File: src/rtl/sr_flag_arbiter.sv
// sr_flag_arbiter
// Round-robin arbiter/sequencer in front of a bank of external SR flip-flops.
// Requests (set/reset/toggle/no-op) are turned into single-cycle one-hot S or R
// pulses, the bank output Q is read back one cycle later to confirm the result,
// and a one-hot Done (plus Err on mismatch or bad index) closes each operation.
// After reset the whole bank is cleared once before any request is accepted.
module sr_flag_arbiter #(
    parameter int unsigned NUM_REQ   = 4,
    parameter int unsigned NUM_FLAGS = 8,
    parameter int unsigned IDX_W     = 3
) (
    input  logic                     i_clk,
    input  logic                     i_rst,
    input  logic [NUM_REQ-1:0]       i_req,
    input  logic [2*NUM_REQ-1:0]     i_op,
    input  logic [IDX_W*NUM_REQ-1:0] i_idx,
    input  logic [NUM_FLAGS-1:0]     i_q,
    output logic [NUM_FLAGS-1:0]     o_s,
    output logic [NUM_FLAGS-1:0]     o_r,
    output logic [NUM_REQ-1:0]       o_gnt,
    output logic [NUM_REQ-1:0]       o_done,
    output logic                     o_err,
    output logic                     o_busy,
    output logic                     o_init_done
);

    localparam int unsigned PTR_W = (NUM_REQ > 1) ? $clog2(NUM_REQ) : 1;

    localparam logic [1:0] OP_NOP = 2'b00;
    localparam logic [1:0] OP_SET = 2'b01;
    localparam logic [1:0] OP_RST = 2'b10;
    localparam logic [1:0] OP_TGL = 2'b11;

    typedef enum logic [2:0] {
        ST_INIT,
        ST_INIT_DRV,
        ST_INIT_CHK,
        ST_IDLE,
        ST_DRIVE,
        ST_CHECK
    } state_t;

    // State and registered outputs
    state_t               r_state;
    logic [PTR_W-1:0]     r_ptr;
    logic [NUM_FLAGS-1:0] r_s;
    logic [NUM_FLAGS-1:0] r_r;
    logic [NUM_REQ-1:0]   r_gnt;
    logic [NUM_REQ-1:0]   r_done;
    logic                 r_err;
    logic                 r_busy;
    logic                 r_init_done;

    // Operation latched at grant time, consumed in CHECK
    logic [1:0]           r_op;
    logic [NUM_FLAGS-1:0] r_idx_oh;
    logic                 r_in_range;
    logic                 r_exp;
    logic [NUM_REQ-1:0]   r_win_oh;
    logic [PTR_W-1:0]     r_win_num;

    // Next-state values
    state_t               w_nxt_state;
    logic [PTR_W-1:0]     w_nxt_ptr;
    logic [NUM_FLAGS-1:0] w_nxt_s;
    logic [NUM_FLAGS-1:0] w_nxt_r;
    logic [NUM_REQ-1:0]   w_nxt_gnt;
    logic [NUM_REQ-1:0]   w_nxt_done;
    logic                 w_nxt_err;
    logic                 w_nxt_busy;
    logic                 w_nxt_init_done;
    logic [1:0]           w_nxt_op;
    logic [NUM_FLAGS-1:0] w_nxt_idx_oh;
    logic                 w_nxt_in_range;
    logic                 w_nxt_exp;
    logic [NUM_REQ-1:0]   w_nxt_win_oh;
    logic [PTR_W-1:0]     w_nxt_win_num;

    // Arbitration and operand selection
    logic                 w_found;
    logic [NUM_REQ-1:0]   w_win_oh;
    logic [PTR_W-1:0]     w_win_num;
    logic [1:0]           w_sel_op;
    logic [IDX_W-1:0]     w_sel_idx;
    logic [NUM_FLAGS-1:0] w_sel_oh;
    logic                 w_sel_in_range;
    logic                 w_sel_q;
    logic                 w_chk_q;

    // Round-robin search: first requesting index at or above the pointer, wrapping
    always_comb begin
        int unsigned v_pos;
        w_found   = 1'b0;
        w_win_oh  = '0;
        w_win_num = '0;
        v_pos     = 0;
        for (int unsigned k = 0; k < NUM_REQ; k++) begin
            v_pos = 32'(r_ptr) + k;
            if (v_pos >= NUM_REQ) begin
                v_pos = v_pos - NUM_REQ;
            end
            for (int unsigned n = 0; n < NUM_REQ; n++) begin
                if (!w_found && (v_pos == n) && i_req[n]) begin
                    w_found     = 1'b1;
                    w_win_oh[n] = 1'b1;
                    w_win_num   = PTR_W'(n);
                end
            end
        end
    end

    // Winner's op/index mux and flag decode; an index beyond the bank decodes to all-zero
    always_comb begin
        w_sel_op  = OP_NOP;
        w_sel_idx = '0;
        for (int unsigned n = 0; n < NUM_REQ; n++) begin
            if (w_win_oh[n]) begin
                w_sel_op  = i_op[2*n +: 2];
                w_sel_idx = i_idx[IDX_W*n +: IDX_W];
            end
        end
        w_sel_oh = '0;
        for (int unsigned f = 0; f < NUM_FLAGS; f++) begin
            w_sel_oh[f] = (w_sel_idx == IDX_W'(f));
        end
        w_sel_in_range = |w_sel_oh;
        w_sel_q        = |(i_q & w_sel_oh);
        w_chk_q        = |(i_q & r_idx_oh);
    end

    // Next-state and output decode; pulses default low so every S/R/Gnt/Done/Err lasts one cycle
    always_comb begin
        w_nxt_state     = r_state;
        w_nxt_ptr       = r_ptr;
        w_nxt_s         = '0;
        w_nxt_r         = '0;
        w_nxt_gnt       = '0;
        w_nxt_done      = '0;
        w_nxt_err       = 1'b0;
        w_nxt_init_done = r_init_done;
        w_nxt_op        = r_op;
        w_nxt_idx_oh    = r_idx_oh;
        w_nxt_in_range  = r_in_range;
        w_nxt_exp       = r_exp;
        w_nxt_win_oh    = r_win_oh;
        w_nxt_win_num   = r_win_num;

        case (r_state)
            ST_INIT: begin
                w_nxt_r     = '1;
                w_nxt_state = ST_INIT_DRV;
            end
            ST_INIT_DRV: begin
                w_nxt_state = ST_INIT_CHK;
            end
            ST_INIT_CHK: begin
                w_nxt_init_done = 1'b1;
                w_nxt_err       = |i_q;
                w_nxt_state     = ST_IDLE;
            end
            ST_IDLE: begin
                if (w_found) begin
                    w_nxt_op       = w_sel_op;
                    w_nxt_idx_oh   = w_sel_oh;
                    w_nxt_in_range = w_sel_in_range;
                    w_nxt_win_oh   = w_win_oh;
                    w_nxt_win_num  = w_win_num;
                    w_nxt_gnt      = w_win_oh;
                    // w_sel_oh is zero for an out-of-range index, which suppresses the pulse
                    case (w_sel_op)
                        OP_SET: begin
                            w_nxt_s   = w_sel_oh;
                            w_nxt_exp = 1'b1;
                        end
                        OP_RST: begin
                            w_nxt_r   = w_sel_oh;
                            w_nxt_exp = 1'b0;
                        end
                        OP_TGL: begin
                            if (w_sel_q) begin
                                w_nxt_r = w_sel_oh;
                            end else begin
                                w_nxt_s = w_sel_oh;
                            end
                            w_nxt_exp = !w_sel_q;
                        end
                        default: begin
                            w_nxt_exp = 1'b0;
                        end
                    endcase
                    w_nxt_state = ST_DRIVE;
                end
            end
            ST_DRIVE: begin
                w_nxt_state = ST_CHECK;
            end
            ST_CHECK: begin
                w_nxt_done = r_win_oh;
                w_nxt_err  = !r_in_range || ((r_op != OP_NOP) && (w_chk_q != r_exp));
                if (r_win_num == PTR_W'(NUM_REQ - 1)) begin
                    w_nxt_ptr = '0;
                end else begin
                    w_nxt_ptr = r_win_num + PTR_W'(1);
                end
                w_nxt_state = ST_IDLE;
            end
            default: begin
                w_nxt_state = ST_INIT;
            end
        endcase

        w_nxt_busy = (w_nxt_state != ST_IDLE);
    end

    // State register with synchronous reset; reset abandons any operation in flight
    always_ff @(posedge i_clk) begin
        if (i_rst) begin
            r_state     <= ST_INIT;
            r_ptr       <= '0;
            r_s         <= '0;
            r_r         <= '0;
            r_gnt       <= '0;
            r_done      <= '0;
            r_err       <= 1'b0;
            r_busy      <= 1'b1;
            r_init_done <= 1'b0;
            r_op        <= OP_NOP;
            r_idx_oh    <= '0;
            r_in_range  <= 1'b0;
            r_exp       <= 1'b0;
            r_win_oh    <= '0;
            r_win_num   <= '0;
        end else begin
            r_state     <= w_nxt_state;
            r_ptr       <= w_nxt_ptr;
            r_s         <= w_nxt_s;
            r_r         <= w_nxt_r;
            r_gnt       <= w_nxt_gnt;
            r_done      <= w_nxt_done;
            r_err       <= w_nxt_err;
            r_busy      <= w_nxt_busy;
            r_init_done <= w_nxt_init_done;
            r_op        <= w_nxt_op;
            r_idx_oh    <= w_nxt_idx_oh;
            r_in_range  <= w_nxt_in_range;
            r_exp       <= w_nxt_exp;
            r_win_oh    <= w_nxt_win_oh;
            r_win_num   <= w_nxt_win_num;
        end
    end

    assign o_s         = r_s;
    assign o_r         = r_r;
    assign o_gnt       = r_gnt;
    assign o_done      = r_done;
    assign o_err       = r_err;
    assign o_busy      = r_busy;
    assign o_init_done = r_init_done;

endmodule

File: config.mk
export PLATFORM = sky130hd
export DESIGN_NAME = sr_flag_arbiter
export DESIGN_NICKNAME = d
export VERILOG_FILES = /design/src/rtl/sr_flag_arbiter.sv
export SDC_FILE = /design/constraint.sdc
export NUM_CORES = 1
export LEC_CHECK = 0
export BUFFER_PORTS_ARGS = -buffer_cell sky130_fd_sc_hd__buf_2
export CORE_MARGIN = 5
export CORE_UTILIZATION = 30
export CTS_BUF_LIST = sky130_fd_sc_hd__clkbuf_8 sky130_fd_sc_hd__clkbuf_16
export CTS_CLUSTER_SIZE = 16
export DETAILED_ROUTE_END_ITERATION = 12
export PLACE_DENSITY_LB_ADDON = 0.05
export SETUP_SLACK_MARGIN = 0.5
export SYNTH_ARGS = -nofsm -noshare
export SYNTH_HDL_FRONTEND = slang
export SYNTH_SLANG_ARGS = --single-unit
File: constraint.sdc
create_clock -name i_clk -period 3 [get_ports i_clk]
set_clock_uncertainty 0.15 [all_clocks]
set_input_delay 0.6 -clock i_clk [delete_from_list [all_inputs] [get_ports i_clk]]
set_output_delay 0.6 -clock i_clk [all_outputs]
set_load 0.02 [all_outputs]
==> flow_summary.json, run 1 <==
{
  "status": "complete, no violations",
  "via_per_inst": 4.867,
  "syn-cell-area_mm2": 0.002200,
  "synthArstFlopShare": 0,
  "antenna_found_initial": 0,
  "die_w_um": 95.63,
  "grt_pass1_wl_mm": 10.29,
  "dieArea_mm2": 0.009144,
  "timing.setup.tns_ns": 0,
  "multi_input_area_mm2": 0.001272,
  "ff_latch_area_mm2": 0.001008,
  "grt_start_max_net_pins": 30,
  "r2r_end": "o_s[2]",
  "p_leak_nw": 1.294,
  "max-slew-margin-rel": 0.7437,
  "clock.fmax_mhz": 378.1,
  "dpl.hpwl_mm": 4.937,
  "min_from": "r_win_oh[0]",
  "track_usage": 0.1479,
  "h-tree-depth": 2,
  "clockBufferDepth": 2,
  "die_h_um": 95.63,
  "path_class": "in2reg",
  "grt_pass1_vias": 2089,
  "p_per_area_mw_per_mm2": 475.9,
  "wire_per_inst_um": 14.93,
  "syn_nets": 288,
  "fin_cells": 444,
  "numCtsBuffers": 5,
  "cts.sinks": 50,
  "holdPathEnd": "r_win_oh[0]",
  "place_ws_ns": -0.06092,
  "placed_area_mm2": 0.002851,
  "num_io_pins": 61,
  "synth_top_cell_area_share": 0.4551,
  "r2r_start": "r_ptr[1]",
  "drt_first_pass_iters": 4,
  "hold_buffers": 0,
  "dp.cells": 431,
  "drt_first_iter_violations": 82,
  "critPathRequiredTime_ns": 3.10,
  "core_area_mm2": 0.007214,
  "utilization": 0.4343,
  "worstHoldPathType": "reg2reg",
  "grtUsageMet3": 0.02210,
  "synth_warnings": 0,
  "synth-seq-cells": 50,
  "critPathLaunchType": "input pin",
  "min_period_ns": 2.645,
  "cts_tree": "built",
  "tightestPinTransition_ns": 0.3844,
  "vias": 2161,
  "cpMaxStageDelayCell": "or4_4",
  "drc": 0,
  "final_area_mm2": 0.003133,
  "worstSetupEndpointType": "flop",
  "synthTopCellsByArea": "dfxtp_1 46%, nor2_1 5.5%, nand2_1 4.4%",
  "startpoint": "i_req[0]",
  "rows": 31,
  "worstRegToRegCells": 9,
  "cts.clk_slew.worst_paths_ns": 0.09,
  "cts_root_buf": "clkbuf_8",
  "area_growth_pct": 42.43,
  "crit_family": "simple AND/OR/NAND/NOR gates",
  "power_mw": 1.491,
  "portBuffers": 60,
  "slew_violations": 0,
  "crit_chain": "buf_8, nor2b_4, o21a_1, or2_4, a31oi_4, mux2i_1, o32ai_2, or4_4, buf_6, a21oi_2",
  "final_antenna_net_count": 0,
  "cp_num_buf_inv": 2,
  "finalHoldViolCount": 0,
  "rsz0062_at_grt": "yes",
  "crit_arrival_ns": 2.74,
  "ir_worst_vdd_uv": 204.8,
  "cp_max_fo": 7,
  "setup_violations": 0,
  "synth_cell_types": 53,
  "finish.net_count": 379,
  "layout_setup_ws_ns": 0.3553,
  "drt_wl_total_mm": 6.629,
  "grtUsageMet1": 0.1831,
  "clock_latency_ns": 0.30,
  "nFillCells": 752,
  "post-route-period-util": 0.8816,
  "min_path_cells": 2,
  "gp_congestion": 0.8471,
  "grt_remaining_overflow": 0,
  "initial_core_util": 0.3049,
  "synth.yosys.seq_area_share": 0.4551,
  "layout-drive-gt1-share": 0.4319,
  "max_cap_viol_count": 0,
  "use_met2": 0.2611,
  "worst-r2r-setup-slack_ns": 0.39,
  "fin_worst_hold_slack_ns": 0.3078,
  "synthCells": 253,
  "grt.busiest_layer": "met2",
  "syn_avg_cell_area_um2": 8.694,
  "synth-edff-count": 0,
  "cpPeakStageDelay_ns": 0.52,
  "diodes": 0,
  "synth_flop_cell": "dfxtp_1",
  "synth_top_area_cell": "dfxtp_1"
}
==> kinds of logic (layout without fill, tap and decap cells) <==
family	count (synthesis)	in the layout	synth area share
AND/OR/NAND/NOR	106	106	0.2349
AO/OA/AOI/OAI	77	77	0.2548
flip-flops	50	50	0.4551
buffers and inverters	16	108	0.03640
multiplexers	2	2	0.009102
adder cells (fa/ha/maj)	1	1	0.005687
XOR/XNOR	1	1	0.003983
==> synthesized netlist by cell type (all sizes together) (2+ instances only) <==
library cell and number:
clkbuf 7, and2 8, buf 6, mux2i 2, a31oi 3, o211ai 3
a222oi 2, nor3 11, inv 3, dfxtp 50, nor4 2, nand4 4
o31ai 6, o21a 4, a211oi 3, nor2b 2, nand3 7, o21ai 9
a21o 2, a31o 3, a21oi 26, or4 2, nand2 26, a22oi 6
nand2b 3, or2 5, nor2 33
==> cell type report <==
cell class                 count  share of cell area
sequential                    50              0.3219
clock buffer                   5             0.02196
clock inverter                 3             0.01398
inverter                       3            0.003594
timing repair buffer          97              0.1929
multi-input combinational    187              0.4062
tap                           99             0.03954
==> cells in the final DEF (no fill, tap or decap), drive strengths merged, types with 3 or more instances in the layout <==
cell and count:
a22oi 6, o21ai 9, nand2 26, or2 5, o31ai 6, a211oi 3
buf 97, clkbuf 5, o21a 4, a31oi 3, inv 4, and2 8
nor3 11, a31o 3, o211ai 3, nor2 33, a21oi 26, nand3 7
nand4 4, nand2b 3, dfxtp 50
==> what timing repair did <==
item,4_1_cts,5_1_grt
setup endpoints to repair,18,18
buffers inserted,2,2
gates resized for setup,14,19
pin swaps,10,8
cloned,1,0
==> worst min-delay path, stage by stage (launching register included) <==
cell,delay [ns]
dfxtp_1,0.31
nand2_1,0.05
a21oi_1,0.05
==> where the power goes <==
part / switching (mW) / internal [mW]
clock network: 0.230 / 0.250
registers: 0.0130 / 0.687
logic: 0.175 / 0.136
==> state kept, by name, summed over array words and instances, names as in the netlist, 3 cells and up <==
name / flops
r_state: 3
r_win_oh: 4
o_gnt: 4
o_done: 4
o_r: 8
r_idx_oh: 8
o_s: 8
==> metal layers <==
metal | wire [um] | share of wire | up-vias
li1 | - | - | 1094
met1 | 2870 | 0.43 | 1008
met2 | 3380 | 0.51 | 48
met3 | 278 | 0.042 | 11
met4 | 100 | 0.015 | 0
met5 | 0 | 0 | -
==> worst max-delay path by stage <==
stage / end / slack, ns / cells past startpoint
5_1_grt: o_s[2] / 0.27 / 10
6_report: o_s[2] / 0.36 / 10
2_1_floorplan: o_s[0] / 0.19 / 10
3_5_place_dp: o_s[3] / -0.06 / 10
4_1_cts: o_s[6] / 0.34 / 11
3_3_place_gp: o_s[3] / -0.03 / 11
Note: power is estimated with default switching activity, not from simulation.
==> run 2: changes to the inputs <==
CORE_ASPECT_RATIO = 1.5   (was not set)
==> flow_summary.json, run 2 (synthesized netlist as in run 1, its figures left out) <==
{
  "ff_latch_area_mm2": 0.001006,
  "place_ws_ns": -0.06161,
  "rsz0062_at_grt": "yes",
  "multi_input_area_mm2": 0.001207,
  "grt_remaining_overflow": 0,
  "clock.fmax_mhz": 380.9,
  "gp_congestion": 0.8155,
  "combPwrFrac": 0.195,
  "grt_pass1_wl_mm": 10.87,
  "clockBufferDepth": 2,
  "track_usage": 0.1569,
  "grt_pass1_vias": 2149,
  "sequentialPowerShare": 0.467,
  "via_per_inst": 4.858,
  "final_area_mm2": 0.003008,
  "cts.sinks": 50,
  "die_h_um": 114.9,
  "slew_violations": 0,
  "post-route-period-util": 0.8751,
  "h-tree-depth": 2,
  "numCtsBuffers": 5,
  "layout-drive-gt1-share": 0.3899,
  "final_common_cell": "buf_2",
  "die_w_um": 79.92,
  "path_class": "in2reg",
  "worst-r2r-setup-slack_ns": 0.40,
  "drt_wl_total_mm": 6.985,
  "status": "complete, no violations",
  "vias": 2118,
  "worstSetupEndpointType": "flop",
  "critPathLaunchType": "input pin",
  "setup_violations": 0,
  "wire_per_inst_um": 16.02,
  "initial_core_util": 0.3064,
  "switching_share": 0.2765,
  "min_period_ns": 2.625,
  "final_antenna_net_count": 0,
  "clock_latency_ns": 0.30,
  "area_growth_pct": 36.75,
  "core_area_mm2": 0.007179,
  "p_leak_nw": 1.230,
  "finish.net_count": 370,
  "crit_arrival_ns": 2.72,
  "switching_power_mw": 0.4148,
  "tightestPinTransition_ns": 0.4409,
  "num_io_pins": 61,
  "drc": 0,
  "grt_start_max_net_pins": 30,
  "mostFrequentLayoutCells": "57 x buf_2, 48 x dfxtp_1, 32 x nor2_1, 27 x buf_4, 26 x nand2_1",
  "drt_first_iter_violations": 93,
  "cts_root_buf": "clkbuf_8",
  "dieArea_mm2": 0.009180,
  "cp_max_fo": 4,
  "placed_area_mm2": 0.002785,
  "rows": 38,
  "drt_first_pass_iters": 5,
  "p_clk_frac": 0.338,
  "diodes": 0,
  "nFillCells": 745,
  "dpl.hpwl_mm": 5.449,
  "p_per_area_mw_per_mm2": 498.8,
  "p_int_mw": 1.086,
  "layout_setup_ws_ns": 0.3746,
  "hold_buffers": 0,
  "worstHoldPathType": "reg2reg",
  "cts.clk_slew.worst_paths_ns": 0.10,
  "finalHoldViolCount": 0,
  "max-slew-margin-rel": 0.7061,
  "ir_worst_vdd_uv": 178.9,
  "max_cap_viol_count": 0,
  "portBuffers": 60,
  "critPathRequiredTime_ns": 3.10,
  "cts_tree": "built",
  "antenna_found_initial": 0
}
==> run 2: repair_timing <==
item                                   4_1_cts  5_1_grt
setup endpoints to repair                   17       17
setup buffers                                4        0
resized for setup                           19        2
endpoints found under the hold margin        0        0
pin swaps                                    7        0
gates cloned                                 1        0
==> run 2: worst paths after layout <==
kind	end	from	cells after the start
worst min-delay path	r_win_oh[1]	r_win_oh[1]	2
worst min register to register	r_win_oh[1]	r_win_oh[1]	2
worst max register to register	o_s[4]	r_ptr[1]	10
worst max-delay path	o_s[4]	i_req[1]	11
==> run 2: stage by stage <==
| step | TNS [ns] | util | total power, mW | std cells | hold slack (ns) |
|---|---|---|---|---|---|
| after floorplan | 0 | - | 0.8809 | 253 | 0.2796 |
| after global placement | -0.3470 | 0.3879 | 0.9959 | 423 | 0.2940 |
| after detailed placement | -0.4507 | 0.3879 | 0.9957 | 423 | 0.2975 |
| after CTS | 0 | 0.4183 | 1.518 | 436 | 0.3101 |
| after global routing | 0 | 0.4190 | 1.574 | 436 | 0.3351 |
| final | 0 | 0.4190 | 1.500 | 436 | 0.3091 |
==> run 2: cell type report <==
type,count,share of cell area
well taps,100,0.04160
clock buffers,6,0.02745
clock inverters,2,0.01290
inverters,3,0.003744
multi-input cells,187,0.4014
flip-flops and latches,50,0.3344
repair buffers,88,0.1785
==> run 2: power groups by stage <==
stage                     clock (mW)  sequential (mW)  combinational, mW
after detailed placement           0            0.718              0.278
after floorplan                    0            0.735              0.146
final                          0.507            0.701              0.292
after CTS                      0.522            0.701              0.294
after global routing           0.549            0.704              0.321
after global placement             0            0.718              0.278
==> run 2: routing by layer <==
| metal | wire length (um) | track usage | vias up | share of wire |
|---|---|---|---|---|
| met5 | 0 | 0 | - | 0 |
| met4 | 195 | 0.06877 | 0 | 0.028 |
| met3 | 250 | 0.02665 | 15 | 0.036 |
| met2 | 3907 | 0.3059 | 48 | 0.56 |
| met1 | 2631 | 0.1586 | 979 | 0.38 |
| li1 | - | - | 1076 | - |
==> run 2: critical path, cell delays in order <==
cell     delay, ns
buf_2         0.12
nor2_1        0.05
o21a_1        0.20
o21a_1        0.22
buf_4         0.15
or3_4         0.41
nand3_2       0.09
o32ai_2       0.09
or4_4         0.51
buf_4         0.18
a21oi_2       0.10
==> run 3: changes to the inputs <==
clock period = 2.5 ns   (was 3 ns; I/O delays follow)
==> flow_summary.json, run 3 (synthesized netlist as in run 1, its figures left out) <==
{
  "mostFrequentLayoutCells": "60 x buf_2, 55 x buf_4, 48 x dfxtp_1, 29 x nor2_1, 23 x nand2_1",
  "clockBufferDepth": 2,
  "worstSetupEndpointType": "flop",
  "min_path_cells": 2,
  "num_io_pins": 61,
  "drc": 0,
  "rows": 38,
  "cp_max_fo": 8,
  "grt_remaining_overflow": 0,
  "endpoint": "o_s[3]",
  "drt_first_iter_violations": 105,
  "timing.setup.tns_ns": -0.8369,
  "clock_latency_ns": 0.31,
  "final_common_cell": "buf_2",
  "track_usage": 0.1629,
  "antenna_found_initial": 0,
  "dieArea_mm2": 0.009180,
  "violations": "negative setup slack",
  "die_h_um": 114.9,
  "wire_per_inst_um": 15.30,
  "grt_start_max_net_pins": 30,
  "ir_worst_vdd_uv": 305.9,
  "crit_arrival_ns": 2.70,
  "drt_wl_total_mm": 7.296,
  "die_w_um": 79.92,
  "rsz0062_at_grt": "yes",
  "gp_congestion": 0.8258,
  "worstRegToRegCells": 9,
  "min_period_ns": 2.603,
  "utilization": 0.4883,
  "h-tree-depth": 2,
  "tightestPinTransition_ns": 0.4368,
  "slew_violations": 0,
  "via_per_inst": 4.891,
  "vias": 2333,
  "cts_tree": "built",
  "diodes": 0,
  "grt_pass1_vias": 2344,
  "fin_worst_hold_slack_ns": 0.3097,
  "max-slew-margin-rel": 0.7088,
  "place_ws_ns": -0.4148,
  "layout_setup_ws_ns": -0.1031,
  "grt_pass1_wl_mm": 11.47,
  "initial_core_util": 0.3064,
  "core_area_mm2": 0.007179,
  "cts.sinks": 50,
  "critPathRequiredTime_ns": 2.59,
  "max_cap_viol_count": 0,
  "numCtsBuffers": 5,
  "p_leak_nw": 1.466,
  "clock.fmax_mhz": 384.2,
  "r2r_end": "o_s[3]",
  "p_per_area_mw_per_mm2": 547.0,
  "post-route-period-util": 1.041,
  "startpoint": "r_ptr[1]",
  "dpl.hpwl_mm": 5.491,
  "area_growth_pct": 59.39,
  "portBuffers": 60,
  "final_antenna_net_count": 0,
  "cts_root_buf": "clkbuf_8",
  "cts.clk_slew.worst_paths_ns": 0.09,
  "setup_violations": 12,
  "worst-r2r-setup-slack_ns": -0.10,
  "critPathLaunchType": "flop",
  "drt_first_pass_iters": 5,
  "worstHoldPathType": "reg2reg",
  "finalHoldViolCount": 0,
  "status": "finished with violations",
  "path_class": "reg2reg",
  "finish.net_count": 411,
  "layout-drive-gt1-share": 0.5199,
  "r2r_start": "r_ptr[1]"
}
==> run 3: cell types whose count changed in the layout (fill, tap and decap cells not counted), sizes merged <==
cell / change
buf: +41
==> run 3: critical path, cell delays in order, from the launching register on <==
cell     delay (ns)
dfxtp_4        0.40
o21ai_2        0.06
a32o_2         0.31
a22o_1         0.26
or3_4          0.36
nand3_2        0.08
o32ai_2        0.08
or4_4          0.57
buf_6          0.16
a21oi_2        0.11
==> run 3: timing repair <==
item                                    4_1_cts  5_1_grt
hold buffers                                  0        0
pin swaps                                    18       20
endpoints found under the setup margin       27       27
gates resized for setup                      30       26
gates cloned                                  1        0
buffers inserted                              9        8
==> run 3: cell type report <==
type	count	area, um^2
flip-flops and latches	50	1008
fillers	732	3674
clock buffers	6	82.58
inverters	3	11.26
well taps	100	125.1
repair buffers	129	874.6
clock inverters	2	38.79
multi-input cells	187	1365
==> run 3: how the worst min path moves through the flow <==
stage           startpoint     endpoint  slack, ns
2_1_floorplan  r_win_oh[0]    o_done[0]       0.28
3_3_place_gp   r_idx_oh[4]  r_idx_oh[4]       0.29
3_5_place_dp   r_win_oh[1]    o_done[1]       0.29
4_1_cts        r_win_oh[1]  r_win_oh[1]       0.32
5_1_grt        r_idx_oh[7]  r_idx_oh[7]       0.35
6_report       r_win_oh[1]  r_win_oh[1]       0.31
==> run 3: through the flow <==
| step | total power [mW] | instance area [um^2] | instances |
|---|---|---|---|
| after global placement | 1.243 | 3024 | 451 |
| after floorplan | 1.067 | 2302 | 253 |
| after detailed placement | 1.243 | 3024 | 451 |
| after CTS | 1.895 | 3341 | 469 |
| final | 1.918 | 3506 | 477 |
| after global routing | 2.014 | 3506 | 477 |
==> run 3: per-layer routing <==
layer	GRT usage	part of all wire	vias to the layer above
met3	0.03056	0.048	12
met2	0.3131	0.57	66
met1	0.1684	0.35	1100
met5	0	0	-
li1	-	-	1155
met4	0.06764	0.025	0
==> run 3: power breakdown <==
group	leakage (nW)	internal, mW	switching [mW]
Combinational	0.997	0.222	0.250
Clock	0.0618	0.329	0.279
Sequential	0.408	0.825	0.0123
Total	1.47	1.38	0.542
